`src/rtl/edge_event_arbiter.sv`:
```
// Edge event arbiter: synchronises N_CH asynchronous level inputs, captures their
// rising/falling edges as pending events and hands them out one at a time,
// round-robin across channels, over a valid/ready channel.
module edge_event_arbiter #(
  parameter  int unsigned N_CH        = 4,
  parameter  int unsigned SYNC_STAGES = 2,
  localparam int unsigned CH_W        = $clog2(N_CH)
) (
  input  logic            clk,
  input  logic            reset,
  input  logic [N_CH-1:0] level,
  input  logic [N_CH-1:0] rise_en,
  input  logic [N_CH-1:0] fall_en,
  output logic            evt_valid,
  input  logic            evt_ready,
  output logic [CH_W-1:0] evt_ch,
  output logic            evt_rise,
  output logic [N_CH-1:0] overflow,
  input  logic [N_CH-1:0] ovf_clr
);

  typedef enum logic {
    S_IDLE  = 1'b0,
    S_OFFER = 1'b1
  } state_t;

  state_t          r_state;
  state_t          w_state_nxt;

  logic [N_CH-1:0] r_sync [SYNC_STAGES];
  logic [N_CH-1:0] r_prev;
  logic [N_CH-1:0] r_pend_r;
  logic [N_CH-1:0] r_pend_f;
  logic [N_CH-1:0] r_ovf;
  logic [CH_W-1:0] r_rr_ptr;
  logic [CH_W-1:0] r_evt_ch;
  logic            r_evt_valid;
  logic            r_evt_rise;

  logic [N_CH-1:0] w_s;
  logic [N_CH-1:0] w_rise;
  logic [N_CH-1:0] w_fall;
  logic [N_CH-1:0] w_pend_any;
  logic [N_CH-1:0] w_gnt_r;
  logic [N_CH-1:0] w_gnt_f;
  logic [N_CH-1:0] w_pend_r_nxt;
  logic [N_CH-1:0] w_pend_f_nxt;
  logic [N_CH-1:0] w_ovf_nxt;
  logic            w_hs;
  logic            w_found;
  logic [CH_W-1:0] w_idx;
  logic [CH_W-1:0] w_sel;
  logic            w_valid_nxt;
  logic [CH_W-1:0] w_evt_ch_nxt;
  logic            w_evt_rise_nxt;
  logic [CH_W-1:0] w_rr_nxt;

  assign w_s        = r_sync[SYNC_STAGES-1];
  assign w_rise     = w_s & ~r_prev & rise_en;
  assign w_fall     = ~w_s & r_prev & fall_en;
  assign w_pend_any = r_pend_r | r_pend_f;
  assign w_hs       = r_evt_valid & evt_ready;

  assign evt_valid  = r_evt_valid;
  assign evt_ch     = r_evt_ch;
  assign evt_rise   = r_evt_rise;
  assign overflow   = r_ovf;

  // Synchroniser chain and previous-sample register for edge detection
  always_ff @(posedge clk) begin
    if (reset) begin
      for (int k = 0; k < SYNC_STAGES; k++) r_sync[k] <= '0;
      r_prev <= '0;
    end else begin
      r_sync[0] <= level;
      for (int k = 1; k < SYNC_STAGES; k++) r_sync[k] <= r_sync[k-1];
      r_prev <= w_s;
    end
  end

  // Decode which pending bit the current handshake retires
  always_comb begin
    w_gnt_r = '0;
    w_gnt_f = '0;
    if (w_hs) begin
      if (r_evt_rise) w_gnt_r[r_evt_ch] = 1'b1;
      else            w_gnt_f[r_evt_ch] = 1'b1;
    end
  end

  // Pending-bit update; an edge landing on a still-pending, ungranted bit merges and flags overflow
  always_comb begin
    w_pend_r_nxt = r_pend_r & ~w_gnt_r;
    w_pend_f_nxt = r_pend_f & ~w_gnt_f;
    w_ovf_nxt    = r_ovf & ~ovf_clr;
    for (int i = 0; i < N_CH; i++) begin
      if (w_rise[i]) begin
        if (r_pend_r[i] && !w_gnt_r[i]) w_ovf_nxt[i] = 1'b1;
        w_pend_r_nxt[i] = 1'b1;
      end
      if (w_fall[i]) begin
        if (r_pend_f[i] && !w_gnt_f[i]) w_ovf_nxt[i] = 1'b1;
        w_pend_f_nxt[i] = 1'b1;
      end
    end
  end

  // Pending and overflow registers
  always_ff @(posedge clk) begin
    if (reset) begin
      r_pend_r <= '0;
      r_pend_f <= '0;
      r_ovf    <= '0;
    end else begin
      r_pend_r <= w_pend_r_nxt;
      r_pend_f <= w_pend_f_nxt;
      r_ovf    <= w_ovf_nxt;
    end
  end

  // Next-state and offer logic: round-robin pick in IDLE, hold until handshake in OFFER
  always_comb begin
    w_state_nxt    = r_state;
    w_valid_nxt    = r_evt_valid;
    w_evt_ch_nxt   = r_evt_ch;
    w_evt_rise_nxt = r_evt_rise;
    w_rr_nxt       = r_rr_ptr;
    w_found        = 1'b0;
    w_sel          = r_rr_ptr;
    w_idx          = r_rr_ptr;
    for (int k = 0; k < N_CH; k++) begin
      w_idx = CH_W'((int'(r_rr_ptr) + k) % int'(N_CH));
      if (!w_found && w_pend_any[w_idx]) begin
        w_found = 1'b1;
        w_sel   = w_idx;
      end
    end
    case (r_state)
      S_IDLE: begin
        if (w_found) begin
          w_state_nxt    = S_OFFER;
          w_valid_nxt    = 1'b1;
          w_evt_ch_nxt   = w_sel;
          // With both edges pending, the current level tells which came first
          w_evt_rise_nxt = r_pend_r[w_sel] & (~r_pend_f[w_sel] | ~w_s[w_sel]);
        end
      end
      S_OFFER: begin
        if (w_hs) begin
          w_state_nxt = S_IDLE;
          w_valid_nxt = 1'b0;
          w_rr_nxt    = (r_evt_ch == CH_W'(N_CH - 1)) ? '0 : r_evt_ch + CH_W'(1);
        end
      end
      default: w_state_nxt = S_IDLE;
    endcase
  end

  // FSM state register
  always_ff @(posedge clk) begin
    if (reset) r_state <= S_IDLE;
    else       r_state <= w_state_nxt;
  end

  // Registered offer outputs and round-robin pointer
  always_ff @(posedge clk) begin
    if (reset) begin
      r_evt_valid <= 1'b0;
      r_evt_ch    <= '0;
      r_evt_rise  <= 1'b0;
      r_rr_ptr    <= '0;
    end else begin
      r_evt_valid <= w_valid_nxt;
      r_evt_ch    <= w_evt_ch_nxt;
      r_evt_rise  <= w_evt_rise_nxt;
      r_rr_ptr    <= w_rr_nxt;
    end
  end

endmodule

```
`config.mk`:
```
export PLATFORM = sky130hd
export DESIGN_NAME = edge_event_arbiter
export DESIGN_NICKNAME = d
export VERILOG_FILES = /design/src/rtl/edge_event_arbiter.sv
export SDC_FILE = /design/constraint.sdc
export NUM_CORES = 1
export LEC_CHECK = 0
export ABC_AREA = 1
export CORE_MARGIN = 4
export CORE_UTILIZATION = 45
export CTS_BUF_LIST = sky130_fd_sc_hd__clkbuf_16
export CTS_CLUSTER_DIAMETER = 50
export DETAILED_ROUTE_END_ITERATION = 12
export PLACE_DENSITY_LB_ADDON = 0.3
export SYNTH_ARGS = -nofsm -noshare
export SYNTH_HDL_FRONTEND = slang
export SYNTH_SLANG_ARGS = --single-unit
```
`constraint.sdc`:
```
create_clock -name clk -period 2.4 [get_ports clk]
set_clock_uncertainty 0.2 [all_clocks]
set_input_delay 0.36 -clock clk [delete_from_list [all_inputs] [get_ports clk]]
set_output_delay 0.36 -clock clk [all_outputs]
set_load 0.01 [all_outputs]
```
==> impl_metrics.toml <==
[setup_path]
r2r_start = "r_rr_ptr[1]$_SDFFE_PP0P_"
startpoint_type = "flop"
cp-startpoint = "evt_rise$_SDFFE_PP0P_"
critical_path_class = "flop to output pin"
slowest_delay_ns = 0.60
r2r_slack_ns = 0.47
cp_cell_sequence = "clkdlybuf4s50_1"
arrival_ns = 1.38
slowest_stage = "clkdlybuf4s50_1"
worstPathRequired_ns = 1.84
rr_worst_depth = 14
cp-endpoint = "evt_rise"
critPathMaxFanout = 8
path_buf_inv = 1
critPathCaptureType = "output pin"
r2r-end = "evt_rise$_SDFFE_PP0P_"
path_depth = 1
critical-path-top-delay-family = "buffers and inverters"

[routing]
drtIter0Drc = 56
ant_nets = 0
dr.pass1.iters = 4
vias = 1511
drc = 0
vias_per_cell = 4.843
finalWirelength_mm = 3.526
wl_per_cell_um = 11.30

[layout]
fin_cells = 312
final_cell_area_um2 = 2137
drive_gt1_frac = 0.1477
area_delta_synth_final_pct = 26.05
diodes = 0
num-nets-final = 288

[sta]
setup_tns_ns = 0
setup_viol = 0
rsz0062_at_grt = "no"
max_freq_ghz = 0.5156
tightest_slew_ns = 0.3506
slew_viol_final = 0
hold_viol_final = 0
period_needed_ns = 1.939
relSlewSlack = 0.7643
finalCritPeriodShare = 0.8081
worst_slack_ns = 0.4605

[logic_synthesis]
synth_top_area_frac = 0.3661
synth-seq-area-share = 0.3661
synth.yosys.warnings = 0
yosys-top-cells-area = "dfxtp_1, nand2_1, inv_1"
syn_avg_cell_area_um2 = 7.276
netlist_instances = 233
synth_top_cell_by_area = "dfxtp_1"
synth_nets = 256
ys_seq_elements = 31
yosys.cell_types.count = 29
netlist_area_um2 = 1695

[clock_network]
numCtsBuffers = 5
clockBufferDepth = 2
clock_latency_ns = 0.27
htreeDepth = 2
cts_sinks = 31
clock_tree.root_cell = "clkbuf_16"
cts.clk_slew.worst_paths_ns = 0.05
ctsHoldBuffers = 0
cts-resized-gates = 0
cts_tree = "done"
post_cts_buffers = 0

[flow_run]
max_cap_viol_count = 0

[place]
routabilityCongestion = 0.8338
portBuffers = 26
placed_area_um2 = 2008
place_ws_ns = 0.3809
dp_hpwl_mm = 2.657
dp_cells = 306

[grt]
grt_pass1_vias = 1430
grt_usage = 0.1564
grt_overflow_total = 0
grt_max_degree = 17
grt_first_pass_wirelength_mm = 6.203
antenna_found_initial = 0

[die]
die_w_um = 69.38
fp.dieH_um = 69.38
dieArea_um2 = 4814
core_um2 = 3661
initial_utilization = 0.4631
num_rows = 22
io-pin-count = 27

[pwr]
power_switching_share = 0.3056
power_switching_uw = 480.8
combPwrFrac = 0.271
power_density_nw_per_um2 = 736.3
intPower_mw = 1.093
ir_drop_mv = 0.6414
p_leak_nw = 0.9399
power_mw = 1.573
seq_power_share = 0.378
clockPowerShare = 0.351

[hold_path]
hold_path.class = "flop to flop"

[run_status]
status = "complete, no violations"
cell usage in the layout (no fill, tap or decap), drive strengths merged:
master,count
buf,3
clkbuf,5
ha,4
dfxtp,31
o21ai,12
inv,40
a21oi,12
nand4,4
nand2,62
nor2,30
o31ai,7
nand3,23
clkdlybuf4s50,26
a21boi,1
o22ai,3
a31oi,1
through the flow:
stage                 util  hold slack (ns)
floorplan                -           0.1883
global placement    0.5485           0.1888
detailed placement  0.5485           0.1946
CTS                 0.5837           0.2011
global route        0.5837           0.2186
finish              0.5837           0.1995
power groups by stage:
stage / Combinational, mW / Clock (mW) / Sequential, mW
after floorplan: 0.288 / 0 / 0.602
after CTS: 0.425 / 0.565 / 0.594
final: 0.426 / 0.552 / 0.595
after global placement: 0.422 / 0 / 0.604
after global routing: 0.482 / 0.592 / 0.599
after detailed placement: 0.422 / 0 / 0.603
routing by layer:
layer | GRT usage | up-vias | part of all wire
met1 | 0.1927 | 683 | 0.50
met4 | 0.06291 | 0 | 0.010
met5 | 0 | - | 0
li1 | - | 805 | -
met3 | 0.03043 | 5 | 0.028
met2 | 0.2659 | 18 | 0.47
cells by family after synthesis:
family                   share of synthesized area
adder cells (fa/ha/maj)                    0.02952
buffers and inverters                       0.1129
flip-flops                                  0.3661
AO/OA/AOI/OAI                               0.1321
AND/OR/NAND/NOR                             0.3594
synthesized netlist by cell type:
cell / instances
o21ai_0: 9
nand3_2: 5
nor2_1: 28
nand2_2: 10
nand4_1: 2
ha_1: 4
o21ai_2: 1
nand3_4: 1
a21boi_0: 1
nand2_1: 48
inv_4: 1
o22ai_1: 3
inv_1: 35
inv_12: 1
a21oi_2: 1
o21ai_1: 1
nor2_2: 1
nand4_2: 2
o21ai_4: 1
a21oi_1: 11
a31oi_1: 1
dfxtp_1: 31
nand3_1: 17
clkbuf_1: 2
inv_2: 2
nor2_8: 1
o31ai_1: 7
buf_6: 2
nand2_4: 4
worst min-delay path by stage:
| stage | slack [ns] | start | depth (start not counted) | end |
|---|---|---|---|---|
| 3_5_place_dp | 0.19 | r_sync[0][0]$_SDFF_PP0_ | 2 | r_sync[0][4]$_SDFF_PP0_ |
| 4_1_cts | 0.20 | r_sync[0][0]$_SDFF_PP0_ | 2 | r_sync[0][4]$_SDFF_PP0_ |
| 2_1_floorplan | 0.19 | r_sync[0][0]$_SDFF_PP0_ | 2 | r_sync[0][4]$_SDFF_PP0_ |
| 6_report | 0.20 | r_sync[0][0]$_SDFF_PP0_ | 2 | r_sync[0][4]$_SDFF_PP0_ |
| 3_3_place_gp | 0.19 | r_sync[0][1]$_SDFF_PP0_ | 2 | r_sync[0][5]$_SDFF_PP0_ |
| 5_1_grt | 0.22 | r_sync[0][1]$_SDFF_PP0_ | 2 | r_sync[0][5]$_SDFF_PP0_ |
registers in the layout, summed over array words and instances, names as in the netlist:
signal,cells
overflow,4
r_pend_f,4
r_prev,4
r_sync,8
evt_valid,1
r_pend_r,4
evt_ch,2
evt_rise,1
r_rr_ptr,2
r_state,1
layout make-up:
cell class	instances	area, um^2
fill	361	1524
sequential	31	620.6
tap	48	60.06
clock buffer	5	125.1
inverter	39	161.4
clock inverter	1	3.754
timing repair buffer	29	282.8
multi-input combinational	159	883.3
Note: power is estimated with default switching activity, not from simulation.
